## src/rtl/lsu_rmw_if.sv

```systemverilog
// lsu_rmw_if: core request/response and word-memory bus of the load/store unit.
// With LSU_FAULT_ADDR_EN defined the bus also carries rsp_fault_addr.
interface lsu_rmw_if;
    logic        req_valid;
    logic        req_ready;
    logic        req_we;
    logic [2:0]  req_funct3;
    logic [31:0] req_addr;
    logic [31:0] req_wdata;
    logic        rsp_valid;
    logic [31:0] rsp_rdata;
    logic        rsp_fault;
    logic [31:0] mem_address;
    logic [31:0] mem_write_data;
    logic        mem_write_enable;
    logic [31:0] mem_read_data;
`ifdef LSU_FAULT_ADDR_EN
    logic [31:0] rsp_fault_addr;
`endif

    // Core and memory side: issues requests, returns read data.
    modport master (
        output req_valid, req_we, req_funct3, req_addr, req_wdata, mem_read_data,
        input  req_ready, rsp_valid, rsp_rdata, rsp_fault,
`ifdef LSU_FAULT_ADDR_EN
        input  rsp_fault_addr,
`endif
        input  mem_address, mem_write_data, mem_write_enable
    );

    // LSU side.
    modport slave (
        input  req_valid, req_we, req_funct3, req_addr, req_wdata, mem_read_data,
        output req_ready, rsp_valid, rsp_rdata, rsp_fault,
`ifdef LSU_FAULT_ADDR_EN
        output rsp_fault_addr,
`endif
        output mem_address, mem_write_data, mem_write_enable
    );
endinterface

```

## src/rtl/lsu_rmw.sv

```systemverilog
// lsu_rmw: RV32I load/store unit with sub-word read-modify-write in front of a word memory.
// Optional LSU_FAULT_ADDR_EN records the byte address of the last faulting access.
module lsu_rmw #(
    parameter int WORDS = 64
) (
    input logic      clk,
    input logic      rst,
    lsu_rmw_if.slave io_bus
);
    localparam logic [2:0] IDLE     = 3'd0;
    localparam logic [2:0] LOAD     = 3'd1;
    localparam logic [2:0] RMW_READ = 3'd2;
    localparam logic [2:0] WRITE    = 3'd3;
    localparam logic [2:0] RESP     = 3'd4;

    logic [2:0]  r_state;
    logic [31:0] r_addr;
    logic [2:0]  r_f3;
    logic [31:0] r_word;
    logic [31:0] r_rdata;
    logic        r_fault;

    logic        w_hs;
    logic        w_bad_f3;
    logic        w_misalign;
    logic        w_range;
    logic        w_fault;
    logic [31:0] w_rd_sh;
    logic [15:0] w_half;
    logic [31:0] w_load;
    logic [31:0] w_mask;
    logic [31:0] w_lane;
    logic [31:0] w_merged;
    logic        w_mem_busy;

    assign w_hs       = io_bus.req_valid && r_state == IDLE;
    assign w_bad_f3   = io_bus.req_we ? io_bus.req_funct3 > 3'd2
                                      : io_bus.req_funct3[1:0] == 2'b11 || io_bus.req_funct3 == 3'b110;
    assign w_misalign = (io_bus.req_funct3[1:0] == 2'b01 && io_bus.req_addr[0]) ||
                        (io_bus.req_funct3[1:0] == 2'b10 && io_bus.req_addr[1:0] != 2'b00);
    assign w_range    = io_bus.req_addr[31:2] >= 30'(WORDS);
    assign w_fault    = w_bad_f3 || w_misalign || w_range;

    // Load lane selection and sign/zero extension; funct3[2] marks the unsigned forms.
    assign w_rd_sh = io_bus.mem_read_data >> {r_addr[1:0], 3'b000};
    assign w_half  = r_addr[1] ? io_bus.mem_read_data[31:16] : io_bus.mem_read_data[15:0];
    assign w_load  = r_f3[1:0] == 2'b00 ? {{24{~r_f3[2] & w_rd_sh[7]}}, w_rd_sh[7:0]}
                   : r_f3[1:0] == 2'b01 ? {{16{~r_f3[2] & w_half[15]}}, w_half}
                   : io_bus.mem_read_data;

    // Store merge: r_word still holds rs2 during RMW_READ; replicate it and keep only the target lanes.
    assign w_mask   = r_f3[0] ? 32'h0000_FFFF << {r_addr[1], 4'b0000}
                              : 32'h0000_00FF << {r_addr[1:0], 3'b000};
    assign w_lane   = r_f3[0] ? {2{r_word[15:0]}} : {4{r_word[7:0]}};
    assign w_merged = (io_bus.mem_read_data & ~w_mask) | (w_lane & w_mask);

    assign w_mem_busy              = r_state == LOAD || r_state == RMW_READ || r_state == WRITE;
    assign io_bus.req_ready        = r_state == IDLE;
    assign io_bus.rsp_valid        = r_state == RESP;
    assign io_bus.rsp_rdata        = r_rdata;
    assign io_bus.rsp_fault        = r_fault;
    assign io_bus.mem_address      = w_mem_busy ? {2'b00, r_addr[31:2]} : 32'h0;
    assign io_bus.mem_write_enable = r_state == WRITE;
    assign io_bus.mem_write_data   = r_state == WRITE ? r_word : 32'h0;

    // Request sequencing; response registers change only on entry to RESP so they hold between responses.
    always_ff @(posedge clk or posedge rst) begin
        if (rst) begin
            r_state <= IDLE;
            r_addr  <= 32'h0;
            r_f3    <= 3'd0;
            r_word  <= 32'h0;
            r_rdata <= 32'h0;
            r_fault <= 1'b0;
        end else begin
            case (r_state)
                IDLE: if (w_hs) begin
                    r_addr <= io_bus.req_addr;
                    r_f3   <= io_bus.req_funct3;
                    r_word <= io_bus.req_wdata;
                    if (w_fault) begin
                        r_state <= RESP;
                        r_fault <= 1'b1;
                        r_rdata <= 32'h0;
                    end else begin
                        r_state <= !io_bus.req_we ? LOAD : io_bus.req_funct3 == 3'b010 ? WRITE : RMW_READ;
                    end
                end
                LOAD: begin
                    r_rdata <= w_load;
                    r_fault <= 1'b0;
                    r_state <= RESP;
                end
                RMW_READ: begin
                    r_word  <= w_merged;
                    r_state <= WRITE;
                end
                WRITE: begin
                    r_rdata <= 32'h0;
                    r_fault <= 1'b0;
                    r_state <= RESP;
                end
                default: r_state <= IDLE;
            endcase
        end
    end

`ifdef LSU_FAULT_ADDR_EN
    logic [31:0] r_fault_addr;
    assign io_bus.rsp_fault_addr = r_fault_addr;

    // Capture the byte address of each rejected request.
    always_ff @(posedge clk or posedge rst) begin
        if (rst) r_fault_addr <= 32'h0;
        else if (w_hs && w_fault) r_fault_addr <= io_bus.req_addr;
    end
`endif
endmodule
```

## src/flat_wrapper.sv

```systemverilog
// flat-port wrapper written by rule: the top's interface ports become plain ports
module lsu_rmw_flat 
#(
    parameter int WORDS = 64
)
  (clk, rst, io_bus_req_valid, io_bus_req_we, io_bus_req_funct3, io_bus_req_addr, io_bus_req_wdata, io_bus_mem_read_data, io_bus_req_ready, io_bus_rsp_valid, io_bus_rsp_rdata, io_bus_rsp_fault, io_bus_mem_address, io_bus_mem_write_data, io_bus_mem_write_enable);
  lsu_rmw_if io_bus_i ();
  input logic clk;
  input logic rst;
  input wire logic [$bits(io_bus_i.req_valid)-1:0] io_bus_req_valid;
  input wire logic [$bits(io_bus_i.req_we)-1:0] io_bus_req_we;
  input wire logic [$bits(io_bus_i.req_funct3)-1:0] io_bus_req_funct3;
  input wire logic [$bits(io_bus_i.req_addr)-1:0] io_bus_req_addr;
  input wire logic [$bits(io_bus_i.req_wdata)-1:0] io_bus_req_wdata;
  input wire logic [$bits(io_bus_i.mem_read_data)-1:0] io_bus_mem_read_data;
  output wire logic [$bits(io_bus_i.req_ready)-1:0] io_bus_req_ready;
  output wire logic [$bits(io_bus_i.rsp_valid)-1:0] io_bus_rsp_valid;
  output wire logic [$bits(io_bus_i.rsp_rdata)-1:0] io_bus_rsp_rdata;
  output wire logic [$bits(io_bus_i.rsp_fault)-1:0] io_bus_rsp_fault;
  output wire logic [$bits(io_bus_i.mem_address)-1:0] io_bus_mem_address;
  output wire logic [$bits(io_bus_i.mem_write_data)-1:0] io_bus_mem_write_data;
  output wire logic [$bits(io_bus_i.mem_write_enable)-1:0] io_bus_mem_write_enable;
  assign io_bus_i.req_valid = io_bus_req_valid;
  assign io_bus_i.req_we = io_bus_req_we;
  assign io_bus_i.req_funct3 = io_bus_req_funct3;
  assign io_bus_i.req_addr = io_bus_req_addr;
  assign io_bus_i.req_wdata = io_bus_req_wdata;
  assign io_bus_i.mem_read_data = io_bus_mem_read_data;
  assign io_bus_req_ready = io_bus_i.req_ready;
  assign io_bus_rsp_valid = io_bus_i.rsp_valid;
  assign io_bus_rsp_rdata = io_bus_i.rsp_rdata;
  assign io_bus_rsp_fault = io_bus_i.rsp_fault;
  assign io_bus_mem_address = io_bus_i.mem_address;
  assign io_bus_mem_write_data = io_bus_i.mem_write_data;
  assign io_bus_mem_write_enable = io_bus_i.mem_write_enable;
  lsu_rmw #(.WORDS(WORDS)) u_core (.clk(clk), .rst(rst), .io_bus(io_bus_i));
endmodule
```

## config.mk

```make
export PLATFORM = sky130hd
export DESIGN_NAME = lsu_rmw_flat
export DESIGN_NICKNAME = d
export VERILOG_FILES = /design/src/rtl/lsu_rmw_if.sv /design/src/rtl/lsu_rmw.sv /design/src/flat_wrapper.sv
export SDC_FILE = /design/constraint.sdc
export NUM_CORES = 1
export LEC_CHECK = 0
export BUFFER_PORTS_ARGS = -buffer_cell sky130_fd_sc_hd__buf_4
export CAP_MARGIN = 20
export CORE_MARGIN = 4
export CORE_UTILIZATION = 40
export CTS_BUF_LIST = sky130_fd_sc_hd__clkbuf_4
export CTS_CLUSTER_DIAMETER = 30
export DETAILED_ROUTE_END_ITERATION = 8
export GPL_TIMING_DRIVEN = 0
export HOLD_SLACK_MARGIN = 0.06
export PLACE_DENSITY = 0.78
export SYNTH_ARGS = -nofsm -noshare
export SYNTH_HDL_FRONTEND = slang
export SYNTH_SLANG_ARGS = --single-unit
```

## constraint.sdc

```tcl
create_clock -name clk -period 3.4 [get_ports clk]
set_input_delay 0.68 -clock clk [delete_from_list [all_inputs] [get_ports clk]]
set_output_delay 0.68 -clock clk [all_outputs]
set_load 0.05 [all_outputs]
```

==> summary.txt <==
Run status
  • Status: finished, final reports clean

Floorplanning
  • Die X: 128 um
  • Starting Density: 41.0%
  • Core area: 13900 um2
  • Die area: 16300 um2
  • Die height: 128 um
  • Top Ports: 203
  • Row cnt: 43

Synthesis
  • Most instantiated cells after synthesis: 185 x nand2_1, 103 x dfrtp_1, 40 x and3_1
  • Register bit total from synthesis: 103
  • Top FF cell, synth: dfrtp_1
  • Syn. warnings: 0
  • Most common cell in the netlist: nand2_1
  • Post-synth EDFFs: 0
  • Top post-synthesis cells by area: dfrtp_1 45%, nand2_1 12%, mux2i_1 5.4%
  • Yosys top cell by area: dfrtp_1
  • Post-synth cell types: 47
  • Post-Synthesis Cells: 662
  • Post-Syn Area: 5720 um2
  • Post-synthesis async set-or-reset flop share: 100%
  • Mean post-synth cell area: 8.64 um2
  • Post-synth top area share: 45.1%
  • Seq/Total Area, Yosys: 45.1%

Detailed routing
  • Routed length per instance: 18.8 um
  • Vias per Instance: 5.43
  • DRT iter0 DRCs: 494
  • First-pass DRT Iterations: 7
  • DRC: 0
  • DR vias: 5755
  • Total wire length: 19900 um
  • Post-route ant nets: 0

Worst setup path
  • Critical path arrival: 2.33 ns
  • Critical path cell sequence: nor2b_1 -> clkbuf_1 -> and3_1 -> buf_4
  • FF-to-FF End: u_core.r_word[18]
  • Crit. Startpoint: u_core.r_state[0]
  • CP Class: reg2out
  • CP max FO: 10
  • Worst path max stage delay: 0.58 ns
  • Data required time of the critical path: 2.72 ns
  • Worst Setup EP: io_bus_mem_write_data[5]
  • Reg-to-reg critical path startpoint: u_core.r_addr[1]
  • R2R setup slack: 0.99 ns
  • Worst Setup End Kind: output port
  • Startpoint Class: flop
  • R2r worst-path depth: 6
  • CP max-delay cell: nor2b_1

Finish
  • Register area: 2580 um2
  • Footprint of the multi-input gates: 2860 um2
  • Fillers: 1376
  • Layout cell share with drive strength beyond 1: 27.4%
  • Area Growth Syn to Fin: 33.5%
  • # nets final: 978
  • Antenna cells: 0

CTS
  • Hold-fix buffers at CTS: 0
  • CTS root buf: clkbuf_4
  • CTS tree: yes
  • Clock slew at reported path FFs: 0.17 ns
  • H-tree levels: 3
  • TritonCTS buffer count: 9
  • CTS sink count: 103
  • Setup Buffers After CTS: 0
  • Clock latency on the worst-skew pair: 0.49 ns
  • Post-CTS sizing: 0
  • CTS max path bufs: 2

Timing
  • Worst-Margin Slew: 0.658 ns
  • Max-slew headroom: 56.0%
  • Final hold violations: 0
  • Fin Clk Skew: 0.0290 ns
  • Final setup margin: 0.391 ns
  • Period utilisation layout: 88.5%
  • Max Clk Rate: 332 MHz
  • Pins over their slew limit: 0
  • Final Critical Period: 3.01 ns
  • Final setup fails: 0
  • RSZ-0062 raised after global routing: no
  • Worst hold slack: 0.162 ns

Hold path
  • Hold WC Path Type: in2async

Job
  • Max_cap viols: 0

Placed design
  • Final HPWL DP: 15500 um
  • Setup WS pre-CTS: 0.982 ns
  • GP Congestion: 0.937
  • Count of input and output buffers: 200

Global routing
  • Global route total overflow: 0
  • Vias in the first global route: 5654
  • Initial antenna violation count: 0
  • Pin count of the biggest net entering global routing: 74
  • First-pass GRT wire length: 31000 um
  • GR Util All Layers: 24.3%

Power and ir drop
  • Leakage: 3.90 nW
  • VDD IR-drop max: 0.191 mV
  • PwrDens: 358 nW/um2
  • Power Total: 2.74 mW
[worst max-delay path: cells and delay by family, from the launching register on]
kind                   cells  cell delay (ns)
and+or+nand+nor            2             0.81
DFF                        1             0.49
buffers and inverters      2             0.55
[worst min path at each step]
stage / to / slack (ns) / cells past startpoint
finish: u_core.r_addr[6] / 0.16 / 2
global route: u_core.r_addr[6] / 0.19 / 2
CTS: u_core.r_addr[6] / 0.16 / 2
detailed placement: u_core.r_addr[24] / 0.45 / 2
global placement: u_core.r_addr[31] / 0.45 / 2
floorplan: u_core.r_addr[10] / 0.44 / 2
[state kept, by name, indices dropped and copies added (netlist names), named ones only]
name / flops
u_core.io_bus.rsp_fault: 1
u_core.r_state: 3
u_core.r_addr: 32
u_core.r_f3: 3
u_core.r_word: 24
u_core.io_bus.rsp_rdata: 32
[cell families (layout without fill, tap and decap cells)]
group	count (synthesis)	in the layout	synth area share (%)
muxes	31	31	5.43
other	1	2	0.0656
DFF	103	103	45.1
buffers and inverters	65	282	4.92
and+or+nand+nor	301	301	24.6
AOI/OAI and AO/OA	161	161	20.0
[where the power goes]
part           switching, mW  internal, mW
sequential            0.0670          1.33
clock                  0.426         0.294
combinational          0.359         0.258
total                  0.852          1.88
[layer usage]
layer  vias up  part of all wire, %  track usage, %
met1      2699                   42            32.9
met4         0                  2.9            9.40
li1       2753                    -               -
met2       257                   46            37.5
met3        46                  9.0            6.06
met5         -                    0               0
[layout make-up]
| class | count | area share, % |
|---|---|---|
| Multi-Input combinational cell | 495 | 37.5 |
| Sequential cell | 103 | 33.8 |
| Timing Repair Buffer | 201 | 20.0 |
| Buffer | 53 | 3.10 |
| Tap cell | 180 | 2.95 |
| Clock inverter | 7 | 1.13 |
| Clock buffer | 9 | 0.885 |
| Inverter | 12 | 0.623 |
[layout by cell type, fill, tap and decap left out, drive strengths merged, types with 21 or more instances in the layout]
cell type	netlist	layout
clkbuf	33	42
mux2i	31	31
nand2	185	185
o211ai	21	21
and2	33	33
o21ai	23	23
dfrtp	103	103
buf	20	221
o22ai	32	32
and3	40	40
[stage by stage]
step	util (%)	instance area, um2	cells	TNS (ns)
final	54.8	7630	1060	0
after global routing	54.8	7630	1060	0
after CTS	54.8	7630	1060	0
after detailed placement	53.7	7480	1044	0
after global placement	53.5	7450	1043	-127.56
after floorplan	-	5720	663	0
Power figures use the tool's default switching activity.
